`config.mk`:
```
export PLATFORM = sky130hd
export DESIGN_NAME = fp_mul_booth_seq
export DESIGN_NICKNAME = d
export VERILOG_FILES = /design/src/rtl/fp_mul_booth_seq.sv
export SDC_FILE = /design/constraint.sdc
export NUM_CORES = 1
export LEC_CHECK = 0
export ABC_AREA = 1
export CORE_ASPECT_RATIO = 1.2
export CORE_MARGIN = 5
export CORE_UTILIZATION = 50
export DETAILED_ROUTE_END_ITERATION = 10
export GPL_ROUTABILITY_DRIVEN = 0
export HOLD_SLACK_MARGIN = 0.02
export PLACE_DENSITY = 0.83
export SYNTH_ARGS = -nofsm -noshare
export SYNTH_HDL_FRONTEND = slang
export SYNTH_SLANG_ARGS = --single-unit
```
`constraint.sdc`:
```
create_clock -name clk -period 6.6 [get_ports clk]
set_input_delay 0.99 -clock clk [delete_from_list [all_inputs] [get_ports clk]]
set_output_delay 0.99 -clock clk [all_outputs]
set_load 0.03 [all_outputs]
```
`src/rtl/fp_mul_booth_seq.sv`:
```
// Sequential radix-4 Booth multiplier for 24-bit significands.
// Retires one Booth digit per cycle and holds the 48-bit product until it is taken.
module fp_mul_booth_seq (
   input  logic        clk,
   input  logic        rst,
   input  logic        in_valid,
   output logic        in_ready,
   input  logic [22:0] frc_X,
   input  logic [22:0] frc_Y,
   input  logic        hid_X,
   input  logic        hid_Y,
   output logic        out_valid,
   input  logic        out_ready,
   output logic [47:0] frc_Z_full,
   output logic        busy,
   output logic [1:0]  state_dbg
);

   // Handshake: a transfer happens on a rising edge where valid && ready are both high;
   // valid is never withdrawn by the producer before that edge, and data is stable while valid.
   typedef enum logic [1:0] {IDLE = 2'd0, CALC = 2'd1, DONE = 2'd2} state_t;

   state_t      state_q, state_d;
   logic [3:0]  cnt_q, cnt_d;
   logic [49:0] m_sh_q, m_sh_d;
   logic [26:0] q_sh_q, q_sh_d;
   logic [49:0] acc_q, acc_d;
   logic        out_valid_q, out_valid_d;
   logic        busy_q, busy_d;
   logic        idle_q, idle_d;

   logic [2:0]  triple;
   logic [49:0] pp_mag;
   logic [49:0] addend;
   logic [49:0] sum;
   logic        neg;

   always_comb begin
      // q_sh_q[0] is the Q[2i-1] bit of the current triple
      triple = q_sh_q[2:0];
      pp_mag = '0;
      neg    = 1'b0;
      case (triple)
         3'b001, 3'b010: pp_mag = m_sh_q;
         3'b011:         pp_mag = m_sh_q << 1;
         3'b100:         begin pp_mag = m_sh_q << 1; neg = 1'b1; end
         3'b101, 3'b110: begin pp_mag = m_sh_q;      neg = 1'b1; end
         default:        pp_mag = '0;
      endcase
      addend = neg ? ~pp_mag : pp_mag;
      sum    = acc_q + addend + {49'b0, neg};
   end

   always_comb begin
      state_d = state_q;
      cnt_d   = cnt_q;
      m_sh_d  = m_sh_q;
      q_sh_d  = q_sh_q;
      acc_d   = acc_q;
      case (state_q)
         IDLE: begin
            if (in_valid) begin
               m_sh_d  = {26'b0, hid_X, frc_X};
               q_sh_d  = {2'b0, hid_Y, frc_Y, 1'b0};
               acc_d   = '0;
               cnt_d   = 4'd0;
               state_d = CALC;
            end
         end
         CALC: begin
            acc_d  = sum;
            m_sh_d = m_sh_q << 2;
            q_sh_d = q_sh_q >> 2;
            if (cnt_q == 4'd12) begin
               state_d = DONE;
            end else begin
               cnt_d = cnt_q + 4'd1;
            end
         end
         DONE: begin
            if (out_ready) begin
               state_d = IDLE;
            end
         end
         default: state_d = IDLE;
      endcase
      out_valid_d = (state_d == DONE);
      busy_d      = (state_d == CALC);
      idle_d      = (state_d == IDLE);
   end

   always_ff @(posedge clk) begin
      if (rst) begin
         state_q     <= IDLE;
         cnt_q       <= '0;
         m_sh_q      <= '0;
         q_sh_q      <= '0;
         acc_q       <= '0;
         out_valid_q <= 1'b0;
         busy_q      <= 1'b0;
         idle_q      <= 1'b1;
      end else begin
         state_q     <= state_d;
         cnt_q       <= cnt_d;
         m_sh_q      <= m_sh_d;
         q_sh_q      <= q_sh_d;
         acc_q       <= acc_d;
         out_valid_q <= out_valid_d;
         busy_q      <= busy_d;
         idle_q      <= idle_d;
      end
   end

   // Gated by rst so nothing is offered while reset is held.
   assign in_ready   = idle_q & ~rst;
   assign out_valid  = out_valid_q;
   assign busy       = busy_q;
   assign frc_Z_full = acc_q[47:0];
   assign state_dbg  = state_q;

endmodule

```
## After elaboration in Yosys (flattened, before gate mapping)

Index checks and enable logic that the tools add are counted.

| operators by class | value |
|---|---|
| muxes and demuxes | 16 |
| multipliers | 0 |
| bitwise logic cells | 3 |
| shifts and indexed selects | 0 |
| order comparisons | 0 |
| divide/modulo/power cells | 0 |
| eq/ne operators | 13 |
| reduce and logical (&&, ||, !) cells | 8 |
| $add $sub $neg | 3 |

Operator list:

| cell | number |
|---|---|
| $pmux 50 s2 | 3 |
| $mux 50 | 3 |
| $pmux 27 s2 | 1 |
| $add 50x1->50 | 1 |
| $add 50x50->50 | 1 |
| $not 50->50 | 1 |
| $mux 27 | 1 |
| $eq 3x3->1 const B | 3 |
| $mux 4 | 2 |
| $pmux 4 s2 | 1 |
| $eq 3x2->1 const B | 2 |
| $mux 2 | 3 |
| $pmux 2 s3 | 1 |
| $add 4x1->4 const B | 1 |
| $eq 2x1->1 const B | 2 |
| $eq 2x2->1 const B | 2 |
| $eq 4x4->1 const B | 1 |
| $logic_not 2->1 | 2 |
| $ne 2x2->1 const B | 2 |
| $reduce_or 4->1 | 1 |
| $eq 3x1->1 const B | 1 |
| $reduce_and 3->1 | 1 |
| $reduce_or 3->1 | 1 |
| $reduce_and 2->1 | 1 |
| other kinds (5) | 5 |

| word-level totals | value |
|---|---|
| memories | 0 |
| word-level logic and storage cells | 51 |
| memory bits (read-only) | 0 |
| input port bits | 52 |
| output and inout bits | 53 |
| bits in registers | 136 |
| latch bits | 0 |
| memory bits (writable) | 0 |

## Longest topological paths before layout

Gate-level depths: netlist of run 1.

| logic depth | value |
|---|---|
| word-level depth | 8 |
| mapped depth | 22 |
| gate-level depth less buffers | 20 |

## Least setup slack after synthesis of run 1

OpenSTA, ideal clock, no wires.

| path | value |
|---|---|
| kind | register to register |
| start point | reg q_sh_q[0] |
| end point | reg acc_q[24] |
| arrival | 2.940 ns |
| path slack | 3.526 ns |
| cell stages (with the launch flop) | 22 |
| clock period less this slack | 3.074 ns |
| path buffers | 2 |
| library setup time | 0.134 ns |
| required time | 6.466 ns |
| cell sequence | dfxtp_1 inv_1 ha_1 mux2i_1 buf_2 buf_1 o22ai_1 xor2_1 fa_1 nand2_1 nand2_1 o21ai_2 inv_1 nand2_1 nand2_2 nand2_1 nand2_1 nand2_1 nand2_1 or2_1 nand3_1 a21oi_1 |

| on the way | value |
|---|---|
| cells in the longest elaborated chain, start to end | 8 |
| elaborated cells on any way between the ends | 16 |
| classes of those cells | add/sub (2); eq/ne (6); mux (4); bitwise (1); reduce/logical (3) |

RTL lines:

| what | RTL line | RTL |
|---|---|---|
| start: declaration | 26 | `logic [26:0] q_sh_q, q_sh_d;` |
| start signal: assignment | 106 | `q_sh_q <= q_sh_d;` |
| $eq 3x3->1, or another cell as far along | 43 | `case (triple)` |
| $reduce_or 4->1 (no line) or $reduce_or 2->1 (tied branches) | -- |  |
| $pmux 50 s2 | 43 |  |
| $not 50->50 | 50 | `addend = neg ? ~pp_mag : pp_mag;` |
| $mux 50 | 50 |  |
| $add 50x50->50 | 51 | `sum = acc_q + addend + {49'b0, neg};` |
| $add 50x1->50 (*) | 51 |  |
| $pmux 50 s2 (*) | 60 | `case (state_q)` |
| end signal: assignment | 98 | `acc_q <= '0;` |
| end signal: assignment | 107 | `acc_q <= acc_d;` |
| end: declaration | 27 | `logic [49:0] acc_q, acc_d;` |

Every way passes the cells marked *; elsewhere a longest branch is shown, timed or not.
A chain may end at the register's enable or synchronous reset.

## Worst setup path in the final report of run 1

| path | value |
|---|---|
| start point | reg q_sh_q[0] |
| end point | reg acc_q[22] |

Same word-level chain as after synthesis.

==> out/qor.txt, run 1 <==
status = finished with violations
failing checks = design-rule violations
Remaining DRCs = 1
gr busiest metal = met2
GRT met2 Usage = 42.3%
leakage power = 4.52 nW
worst rel slew slack = 19.1%
Mapped Area = 0.00950 mm^2
Post-Syn Instances = 1,438
Max-cap violations = 0
# port buffers = 104
Vias/cell = 5.75
Crit path max-delay family = compound AO/OA/AOI/OAI gates
min Tclk post-route = 4.13 ns
power share of the sequential group = 35.0%
met3 Use GR = 4.42%
HPWL Detailed = 21,000 um
setup TNS = 0 ns
reg2reg end = acc_q[22]
Ys Warns = 0
VDD IR max = 0.187 mV
Avg WL per Cell = 15.8 um
Ports = 105
sw power = 820 uW
worst min path class = flip-flop to flip-flop
Vias = 10.2k
crit path cell chain = inv_1 -> ha_1 -> mux2i_4 -> o22ai_1 -> xor2_1 -> ha_1 -> a21oi_1 -> o21ai_0 -> a21oi_1 -> nand2_1 -> a21oi_1 -> or2_1 -> nand3_1 -> a21oi_1
EDFF count, synth = 0
largest net degree at the start of global routing = 99
number of global-route vias before repair = 9,754
grt total ovfl = 0
Hold Path End = q_sh_q[15]
area share of the largest cell type after synthesis = 27.4%
Clock power frac = 40.0%
Final Instance Area = 0.0113 mm^2
depth of the CTS H-tree = 4
crit path capture type = flip-flop
min-delay src = q_sh_q[17]
Worst EP required = 6.95 ns
Placed Area = 0.0107 mm^2
Synth area leaders = dfxtp_1, nand2_1, a21oi_1
antenna violations before repair = 0
post-synth top area cell = dfxtp_1
Slowest cell on crit path = mux2i_4
Initial Util = 50.6%
GRT Total Usage = 25.8%
Max Fclk = 242 MHz
synthesized area per cell = 6.61 um^2
Worst EP arrival = 4.49 ns
hold depth = 2
synth cell count leaders = nand2_1, a21oi_1, dfxtp_1
#FFs+latches synth = 130
Hold Buf Count CTS = 0
post-synthesis sequential area ratio = 27.4%
worst r2r src = q_sh_q[0]
final-report setup violation count = 0
DP Worst Slack = 2.47 ns
CP bufs+invs = 1
CTS max path bufs = 2
row count = 55
Post-layout nets = 1,616
Routed Antenna Nets = 0
ratio of cells with drive above 1 in the final layout = 9.88%
CTS clock-pin slew for the worst setup and hold paths = 0.06 ns
cts repair resizes = 0
CP Launch Type = flip-flop
most used cell along the critical path = a21oi_1
pwr dens = 221 mW/mm^2
Power Total = 2.49 mW
Fin Hold WS = 0.459 ns
DRT Wirelength = 28,100 um
RSZ-0062 raised after global routing = no
Root Buffer = clkbuf_16
Post-CTS Setup Bufs = 0
Net Sw Frac = 33.0%
Worst Tran Pin Value = 1.19 ns
CTS tree = done
Int Pwr = 1.67 mW
Mapped Nets = 1,549
n_diodes = 0
M1 GR Usage = 32.1%
Max Slew Vio Count = 0
power share of the combinational group = 25.0%
r2r worst-path depth = 14
reg2reg setup slack = 2.47 ns
Crit Path Class = flip-flop to flip-flop
CTS buffer count = 17
Primary FF master, synth = dfxtp_1
area grow syn2layout = 18.7%
Chip Height = 161 um
Hold Fails Final Rpt = 0
post-synth cell types = 48
largest fanout on the critical path = 47
worst skew pair latency = 0.43 ns
die area = 0.0219 mm^2
asr flop ratio synth = 0%
final worst setup slack = 2.47 ns
clock skew = 0.0110 ns
clk sinks = 130
Die X = 136 um
DR iter-0 viols = 1,091
worst stage delay on the critical path = 0.89 ns
most frequent cell after synthesis = nand2_1
TritonRoute pass-1 iters = 11
Final Cycle Share = 62.6%
Core Region = 0.0188 mm^2
first-pass GRT wire length = 46,100 um
-- power by group through the flow --
stage / combinational, mW / sequential, mW / clock [mW]
3_3_place_gp: 0.592 / 0.885 / 0
3_5_place_dp: 0.606 / 0.885 / 0
5_1_grt: 0.682 / 0.875 / 1.04
4_1_cts: 0.611 / 0.869 / 1.00
2_1_floorplan: 0.397 / 0.912 / 0
6_report: 0.621 / 0.870 / 0.996
-- cell families after synthesis --
group / after synthesis / synth area share [%]
adders and majority gates: 59 / 7.85
xor gates and xnor gates: 50 / 4.61
AOI/OAI and AO/OA: 404 / 23.7
buffers and inverters: 218 / 9.00
DFF: 130 / 27.4
muxes: 1 / 0.105
and+or+nand+nor: 576 / 27.3
-- state kept, by name, indices dropped and copies added (netlist names) --
name and flops:
cnt_q 4, q_sh_q 25, acc_q 48, m_sh_q 48, out_valid 1, idle_q 1
busy 1, state_dbg 2
-- worst max-delay path by stage --
stage                          from   endpoint  slack [ns]  cells after the start
after floorplan           q_sh_q[0]  acc_q[24]        3.53                     21
after global placement     in_valid  q_sh_q[3]        2.58                      7
after detailed placement   in_valid  q_sh_q[6]        2.47                      7
after CTS                 q_sh_q[0]  acc_q[22]        2.59                     14
after global routing      q_sh_q[0]  acc_q[22]        2.18                     14
final                     q_sh_q[0]  acc_q[22]        2.47                     14
-- cells in the final DEF, fill, tap and decap left out, types with 23 or more instances in the layout --
master and count:
a21oi_1 181, clkdlybuf4s50_1 103, a221oi_1 23, nand2_1 327
dfxtp_1 130, o21ai_0 116, inv_2 28, nor2_1 86
nand3_1 57, xor2_1 49, o22ai_1 46, ha_1 58
inv_1 127
-- layout make-up --
cell class / count / area, um^2
fill: 1729 / 7510
multi-input combinational: 1090 / 6070
sequential: 130 / 2600
timing repair buffer: 110 / 1080
inverter: 156 / 586
clock buffer: 21 / 460
tap: 256 / 320
clock inverter: 11 / 150
-- worst register-to-register path, delay by kind of cell (launching register included) --
family	cells	cell delay, ns
AO/OA/AOI/OAI	6	1.40
flip-flops	1	0.38
adder cells (fa/ha/maj)	2	0.62
AND/OR/NAND/NOR	3	0.48
XOR/XNOR	1	0.23
buffers and inverters	1	0.08
multiplexers	1	0.89
-- per-stage QoR --
stage / std cells / util (%)
after global placement: 1742 / 56.8
after global routing: 1774 / 60.0
after floorplan: 1438 / -
final: 1774 / 60.0
after detailed placement: 1742 / 56.8
after CTS: 1774 / 60.0
-- layer usage --
layer | up-vias | part of all wire, %
li1 | 4959 | -
met1 | 4580 | 39
met2 | 542 | 46
met3 | 114 | 9.1
met4 | 0 | 5.4
met5 | - | 0
No activity file was read; power rests on OpenSTA's default activity.
==> inputs of run 2 (changes only) <==
- clock period: 6.6 -> 4.2 ns (I/O delays scaled with it)
==> out/qor.txt, run 2 (same netlist as run 1, synthesis figures left out) <==
Ports = 105
TritonRoute pass-1 iters = 6
antenna violations before repair = 0
Initial Util = 50.6%
Worst Tran Pin Value = 1.08 ns
Hold Buf Count CTS = 0
worst min path class = input pin to flip-flop
grt total ovfl = 0
final-report setup violation count = 0
row count = 55
VDD IR max = 0.274 mV
Fin Hold WS = 0.461 ns
CP Launch Type = flip-flop
largest registers = acc_q: 48 flops, m_sh_q: 48 flops, q_sh_q: 25 flops
hold depth = 2
Power Total = 3.81 mW
setup TNS = 0 ns
FILL cells = 1,717
final core utilization = 60.0%
Final Cycle Share = 92.4%
RSZ-0062 raised after global routing = no
Max-cap violations = 0
area grow syn2layout = 18.7%
n_diodes = 0
largest fanout on the critical path = 21
DRT Wirelength = 28,400 um
pwr dens = 338 mW/mm^2
cts repair resizes = 0
CTS max path bufs = 2
CTS tree = done
Core Region = 0.0188 mm^2
Root Buffer = clkbuf_16
worst skew pair latency = 0.44 ns
GRT Total Usage = 26.0%
Final Instance Area = 0.0113 mm^2
clk sinks = 130
Worst EP arrival = 4.15 ns
Max Fclk = 258 MHz
DP Cell Count = 1,745
DP Worst Slack = 0.420 ns
Die X = 136 um
ratio of cells with drive above 1 in the final layout = 10.2%
commonest non-fill, non-tap cell in the layout = nand2_1
status = finished, final reports clean
Post-Layout Cell Count = 1,777
# port buffers = 104
CTS buffer count = 17
die area = 0.0219 mm^2
DR iter-0 viols = 963
largest net degree at the start of global routing = 99
clock skew = 0.0115 ns
first-pass GRT wire length = 46,100 um
r2r worst-path depth = 16
Vias = 10.1k
Max Slew Vio Count = 0
worst rel slew slack = 27.7%
HPWL Detailed = 21,400 um
Routed Antenna Nets = 0
Avg WL per Cell = 16.0 um
Post-CTS Setup Bufs = 0
Crit Path Class = flip-flop to flip-flop
Chip Height = 161 um
Remaining DRCs = 0
Hold Fails Final Rpt = 0
CTS clock-pin slew for the worst setup and hold paths = 0.07 ns
Worst EP required = 4.47 ns
leakage power = 4.53 nW
Vias/cell = 5.68
min Tclk post-route = 3.88 ns
Placed Area = 0.0107 mm^2
final worst setup slack = 0.321 ns
commonest non-fill, non-tap cells in the layout = nand2_1, a21oi_1, dfxtp_1, inv_1, o21ai_0
depth of the CTS H-tree = 4
Post-layout nets = 1,619
crit path capture type = flip-flop
number of global-route vias before repair = 9,523
run 2: cell types whose count changed in the layout (fill, tap and decap cells not counted):
| cell | previous run | this run |
|---|---|---|
| inv_8 | 0 | 6 |
| bufinv_16 | 3 | 0 |
| buf_4 | 7 | 9 |
| clkbuf_1 | 2 | 0 |
| clkbuf_8 | 2 | 0 |
| clkinv_2 | 2 | 0 |
| inv_6 | 3 | 5 |
| buf_12 | 0 | 1 |
| clkinv_4 | 1 | 2 |
| clkinv_8 | 0 | 1 |
| clkinvlp_4 | 2 | 1 |
run 2: final cells by class:
type | count | area [um^2] | area share [%]
well taps | 256 | 320 | 2.84
repair buffers | 113 | 1120 | 9.92
flip-flops and latches | 130 | 2600 | 23.1
inverters | 156 | 586 | 5.19
clock buffers | 17 | 425 | 3.77
multi-input cells | 1090 | 6070 | 53.8
clock inverters | 15 | 153 | 1.35
run 2: power breakdown:
part           leakage (nW)  switching (mW)  internal, mW  total, mW
clock network         0.284           0.676         0.793       1.47
registers              1.06          0.0579          1.31       1.37
logic                  3.18           0.627         0.347      0.974
total                  4.53            1.36          2.45       3.81
run 2: worst paths after layout:
| kind | start | slack (ns) | end |
|---|---|---|---|
| max | q_sh_q[0] | 0.32 | acc_q[35] |
| min | rst | 0.46 | q_sh_q[24] |
| max reg2reg | q_sh_q[0] | 0.32 | acc_q[35] |
| min reg2reg | q_sh_q[8] | 0.46 | q_sh_q[6] |
run 2: per-layer routing:
| metal | GRT usage, % | part of all wire [%] |
|---|---|---|
| met5 | 0 | 0 |
| met4 | 15.2 | 6.1 |
| met3 | 4.67 | 8.0 |
| met2 | 43.0 | 46 |
| met1 | 31.6 | 40 |
run 2: worst max-delay path: stages, from the launching register on:
cell	delay, ns
dfxtp_1	0.39
inv_1	0.08
ha_1	0.24
nand2_1	0.13
nand3_2	0.48
buf_4	0.45
xor2_1	0.19
ha_1	0.39
nand2_1	0.13
nor2_1	0.23
nand2_1	0.17
nor2_1	0.22
nand4_1	0.25
nand3_1	0.16
nand2_1	0.06
nand3_1	0.07
a21oi_1	0.07
==> patch 1 (config.mk and constraints of run 2) <==
Make the reset (`rst`) asynchronous in one clocked block.
--- a/src/rtl/fp_mul_booth_seq.sv
+++ b/src/rtl/fp_mul_booth_seq.sv
@@ -91,3 +91,3 @@
 
-   always_ff @(posedge clk) begin
+   always_ff @(posedge clk or posedge rst) begin
       if (rst) begin
Function: differs if rst is asserted again (counterexample within 4 cycles, from zero or initial values and one cycle with rst high); with rst held inactive, the same outputs for 4 cycles.
==> patch 1 against run 2 <==
- wire length increased by 3.4%
- design area increased by 1.3%
- synthesized cell count decreased by 3.4%
- worst setup slack improved by 0.17 ns
- utilization increased by 0.53 points
- area after synthesis increased by 0.78%
- sequential cell count unchanged
- critical endpoint is now acc_q[46]$_DFFE_PP0P_
- largest cell class unchanged
Power is left out: the tool's default activity adds up to more than one toggle a clock period on the data nets, which glitch-free logic cannot reach.
==> patch 1: results (changes against run 2) <==
cts-buffers-inserted: 17  # unchanged
min_path_type: "flop to flop"
path_clk_slew_ns: 0.07  # about the same
clockBufferDepth: 2  # unchanged
fill_cells: 1740  # +1.3%
ys_seq_area_share_pct: 34.0  # +6.6 points
grt_pass1_vias: 9708  # +1.9%
reg2reg_depth: 16  # unchanged
r2r_slack_ns: 0.49  # +0.17 ns
wl_um: 29400  # +3.4%
grt_max_degree: 102  # +3.0%
ys_types: 35  # -27%
worstHoldPathCells: 2  # unchanged
syn_nets: 1496  # -3.4%
fin_skew_ns: 0.00889  # -0.00260 ns
clk_latency_ns: 0.43
viasPerCell: 5.75  # +1.3%
reg_top3: "acc_q (48), m_sh_q (48), q_sh_q (25)"
hold_viol_final: 0  # unchanged
cp.arrival_ns: 4.04  # -0.11 ns
rr_startpoint: "q_sh_q[0]$_DFFE_PP0P_"
cts_setup_buffers: 0  # unchanged
synth_area_leaders: "dfrtp_1 (34%), nand2_1 (12%), ha_1 (7.1%), o21ai_0 (6.8%), inv_1 (6.7%)"
criticalPathCategory: "flop to flop"
ys_async_sr_fraction_pct: 100  # +100 points
dr.pass1.iters: 8  # +2
htree_num_levels: 4  # unchanged
dr.first_iter.drc_count: 1135  # +18%
diodes: 0  # unchanged
drive_gt1_share_pct: 4.58  # -5.6 points
nets: 1579  # -2.5%
min_from: "q_sh_q[8]$_DFFE_PP0P_"
cts.repair.resized: 0  # unchanged
min_to: "q_sh_q[8]$_DFFE_PP0P_"
dpl.hpwl_um: 22000  # +2.8%
grt_pass1_wl_um: 47500  # +3.1%
grtUsageTotal_pct: 27.1  # +1.0 points
clockRootBuffer: "clkbuf_16"
synth_commonest_cells: "nand2_1 (303), inv_1 (171), nor2_1 (171)"
reg2reg_to: "acc_q[46]$_DFFE_PP0P_"
tightest_slew_ns: 0.809  # -0.276 ns
outcome: "completed"
antenna_found_initial: 0  # unchanged
ys_warn_count: 0  # unchanged
port_buffers: 104  # unchanged
cp_max_fo: 27  # +29%
patch 1: critical path, cell delays in order, from the launching register on:
cell and delay [ns]:
dfrtp_1 0.37, inv_1 0.08, nand2_2 0.08, nand2_1 0.09, nand2_1 0.39, buf_12 0.33, o22ai_1 0.15, xor2_1 0.25
ha_1 0.34, a21oi_1 0.22, o21ai_0 0.20, a21oi_1 0.31, nor2_1 0.10, o21ai_0 0.37, nand4_1 0.16, nand3_1 0.12
nand2_1 0.05
patch 1: cells by family after synthesis:
family | Yosys count | share of synthesized area (%)
xor gates and xnor gates | 53 | 4.85
DFF | 130 | 34.0
AOI/OAI and AO/OA | 347 | 20.2
adders and majority gates | 55 | 7.27
buffers and inverters | 227 | 9.07
and+or+nand+nor | 577 | 24.6
patch 1: layout make-up:
cell class              count  area, sq um  share of cell area, %
well taps                 256          320                   2.81
clock inverters            12          113                  0.986
repair buffers            113         1160                   10.1
multi-input cells        1032         5470                   47.9
inverters                 178          671                   5.87
clock buffers              19          433                   3.79
flip-flops and latches    130         3250                   28.5
patch 1: through the flow:
step | hold WS, ns | utilization (%) | area [sq um] | worst slack, ns | instances
after global placement | 0.467 | 57.7 | 10900 | 0.676 | 1709
after detailed placement | 0.474 | 57.7 | 10900 | 0.622 | 1709
after CTS | 0.488 | 60.6 | 11400 | 0.600 | 1740
after floorplan | 0.454 | - | 9570 | 0.102 | 1389
final | 0.486 | 60.6 | 11400 | 0.488 | 1740
after global routing | 0.514 | 60.6 | 11400 | 0.202 | 1740
patch 1: routing by layer:
metal	up-vias	track usage [%]	part of all wire (%)
met5	-	0	0
met4	0	14.3	6.0
li1	4783	-	-
met3	137	5.83	9.1
met1	4540	33.4	38
met2	540	44.1	47
==> patch 2 (config.mk and constraints of run 2) <==
Made on the original files. Take the reset off `m_sh_q` and `q_sh_q` and load them in a clocked block of their own.
--- a/src/rtl/fp_mul_booth_seq.sv
+++ b/src/rtl/fp_mul_booth_seq.sv
@@ -95,4 +95,2 @@
          cnt_q       <= '0;
-         m_sh_q      <= '0;
-         q_sh_q      <= '0;
          acc_q       <= '0;
@@ -104,4 +102,2 @@
          cnt_q       <= cnt_d;
-         m_sh_q      <= m_sh_d;
-         q_sh_q      <= q_sh_d;
          acc_q       <= acc_d;
@@ -111,2 +107,7 @@
       end
+   end
+
+   always_ff @(posedge clk) begin
+      m_sh_q <= m_sh_d;
+      q_sh_q <= q_sh_d;
    end
Function: no difference found for any inputs over 4 cycles, from zero or initial values and one cycle with rst high; that may be too few to reach the edited logic, so the function may still have changed.
==> patch 2 against run 2 <==
- area after synthesis fell by 0.37%
- worst setup slack got worse by 0.027 ns
- final cell count down 5.6%
- utilization increased by 0.58 points
- wire length is 2.6% higher
- fmax shrank 0.69%
- synthesized cell count is 8.3% lower
- sequential cell count unchanged
- design area rose by 0.60%
Power is not compared: it rests on default switching activity, and its combinational part moved more than twofold at a synthesized area within 25%.
==> patch 2: results (changes against run 2) <==
nNonClkInverters: 157  # +0.64%
wl_per_cell_um: 17.4  # +8.7%
grtUsageTotal_pct: 26.9  # +0.85 points
endpoint: "acc_q[30]$_SDFFE_PP0P_"
seqCellArea_sq_um: 3330  # +28%
rr_startpoint: "q_sh_q[0]$_SDFFCE_PN0P_"
viasPerCell: 5.67  # about the same
syn_nets: 1429  # -7.7%
buf_share_pct: 9.95  # +0.029 points
nClkBuffers: 20  # +3
place_ws_ns: 0.704  # +0.284 ns
placed_cells: 1645  # -5.7%
synth_area_leaders: "edfxtp_1 (23%), nand2_1 (13%), dfxtp_1 (12%), ha_1 (7.7%), a21oi_1 (6.9%)"
drive_gt1_share_pct: 9.08  # -1.1 points
fill_cells: 1674  # -2.5%
outcome: "completed"
whs_ns: 0.484  # +0.0224 ns
fin_skew_ns: 0.0140  # +0.00251 ns
clock_area_share_pct: 5.23  # +0.10 points
min_to: "acc_q[45]$_SDFFE_PP0P_"
synth.avg_cell_area_sq_um: 7.18  # +8.7%
grt_max_degree: 80  # -19%
multi_input_area_share_pct: 47.4  # -6.4 points
min_path_type: "flop to flop"
vias: 9511  # -5.7%
dr.first_iter.drc_count: 1081  # +12%
grt_pass1_vias: 9247  # -2.9%
grt_pass1_wl_um: 46100  # about the same
[patch 2: changes by cell type after synthesis, sizes merged, moves of 3 or more]
cell and delta:
a21oi -55, a221oi -23, buf -7, clkbuf -13, dfxtp -73, edfxtp +73
nand4 -3, nor2 +24, o21ai -49
[patch 2: critical path, cell delays in order (launching register included)]
cell and delay, ns:
edfxtp_1 0.40, inv_1 0.08, ha_1 0.19, nand2_1 0.12
a21boi_4 0.19, buf_4 0.36, o22ai_1 0.15, xor2_1 0.17
ha_1 0.34, a21oi_1 0.31, o21ai_0 0.19, a21oi_1 0.25
o21ai_1 0.15, a21oi_1 0.54, inv_1 0.10, nand2_1 0.08
nand3_1 0.06, a21oi_1 0.15
[patch 2: cells by family (layout without fill, tap and decap cells)]
family                   Yosys count  in the layout  share of synthesized area [%]
adder cells (fa/ha/maj)           59             59                           7.88
XOR/XNOR                          50             50                           4.63
AO/OA/AOI/OAI                    279            279                           16.2
flip-flops                       130            130                           35.2
AND/OR/NAND/NOR                  601            601                           28.0
buffers and inverters            199            302                           8.13
[patch 2: per-layer routing]
layer,vias up,track usage (%),routed length [um]
met5,-,0,0
met1,4300,29.7,10300
met2,502,44.7,13900
met4,0,19.8,2490
met3,156,6.30,2390
li1,4553,-,-
[patch 2: stage by stage]
step	instance area (sq um)	total power [mW]
after floorplan	9460	3.53
after global placement	10800	4.24
after detailed placement	10800	4.30
after CTS	11300	5.86
after global routing	11300	6.24
final	11300	5.90
[patch 2: power by group through the flow]
stage               Sequential, mW  Clock [mW]  Combinational [mW]
finish                        1.65        1.54                2.71
global route                  1.66        1.62                2.96
CTS                           1.65        1.55                2.66
detailed placement            1.67           0                2.63
global placement              1.66           0                2.57
floorplan                     1.77           0                1.75
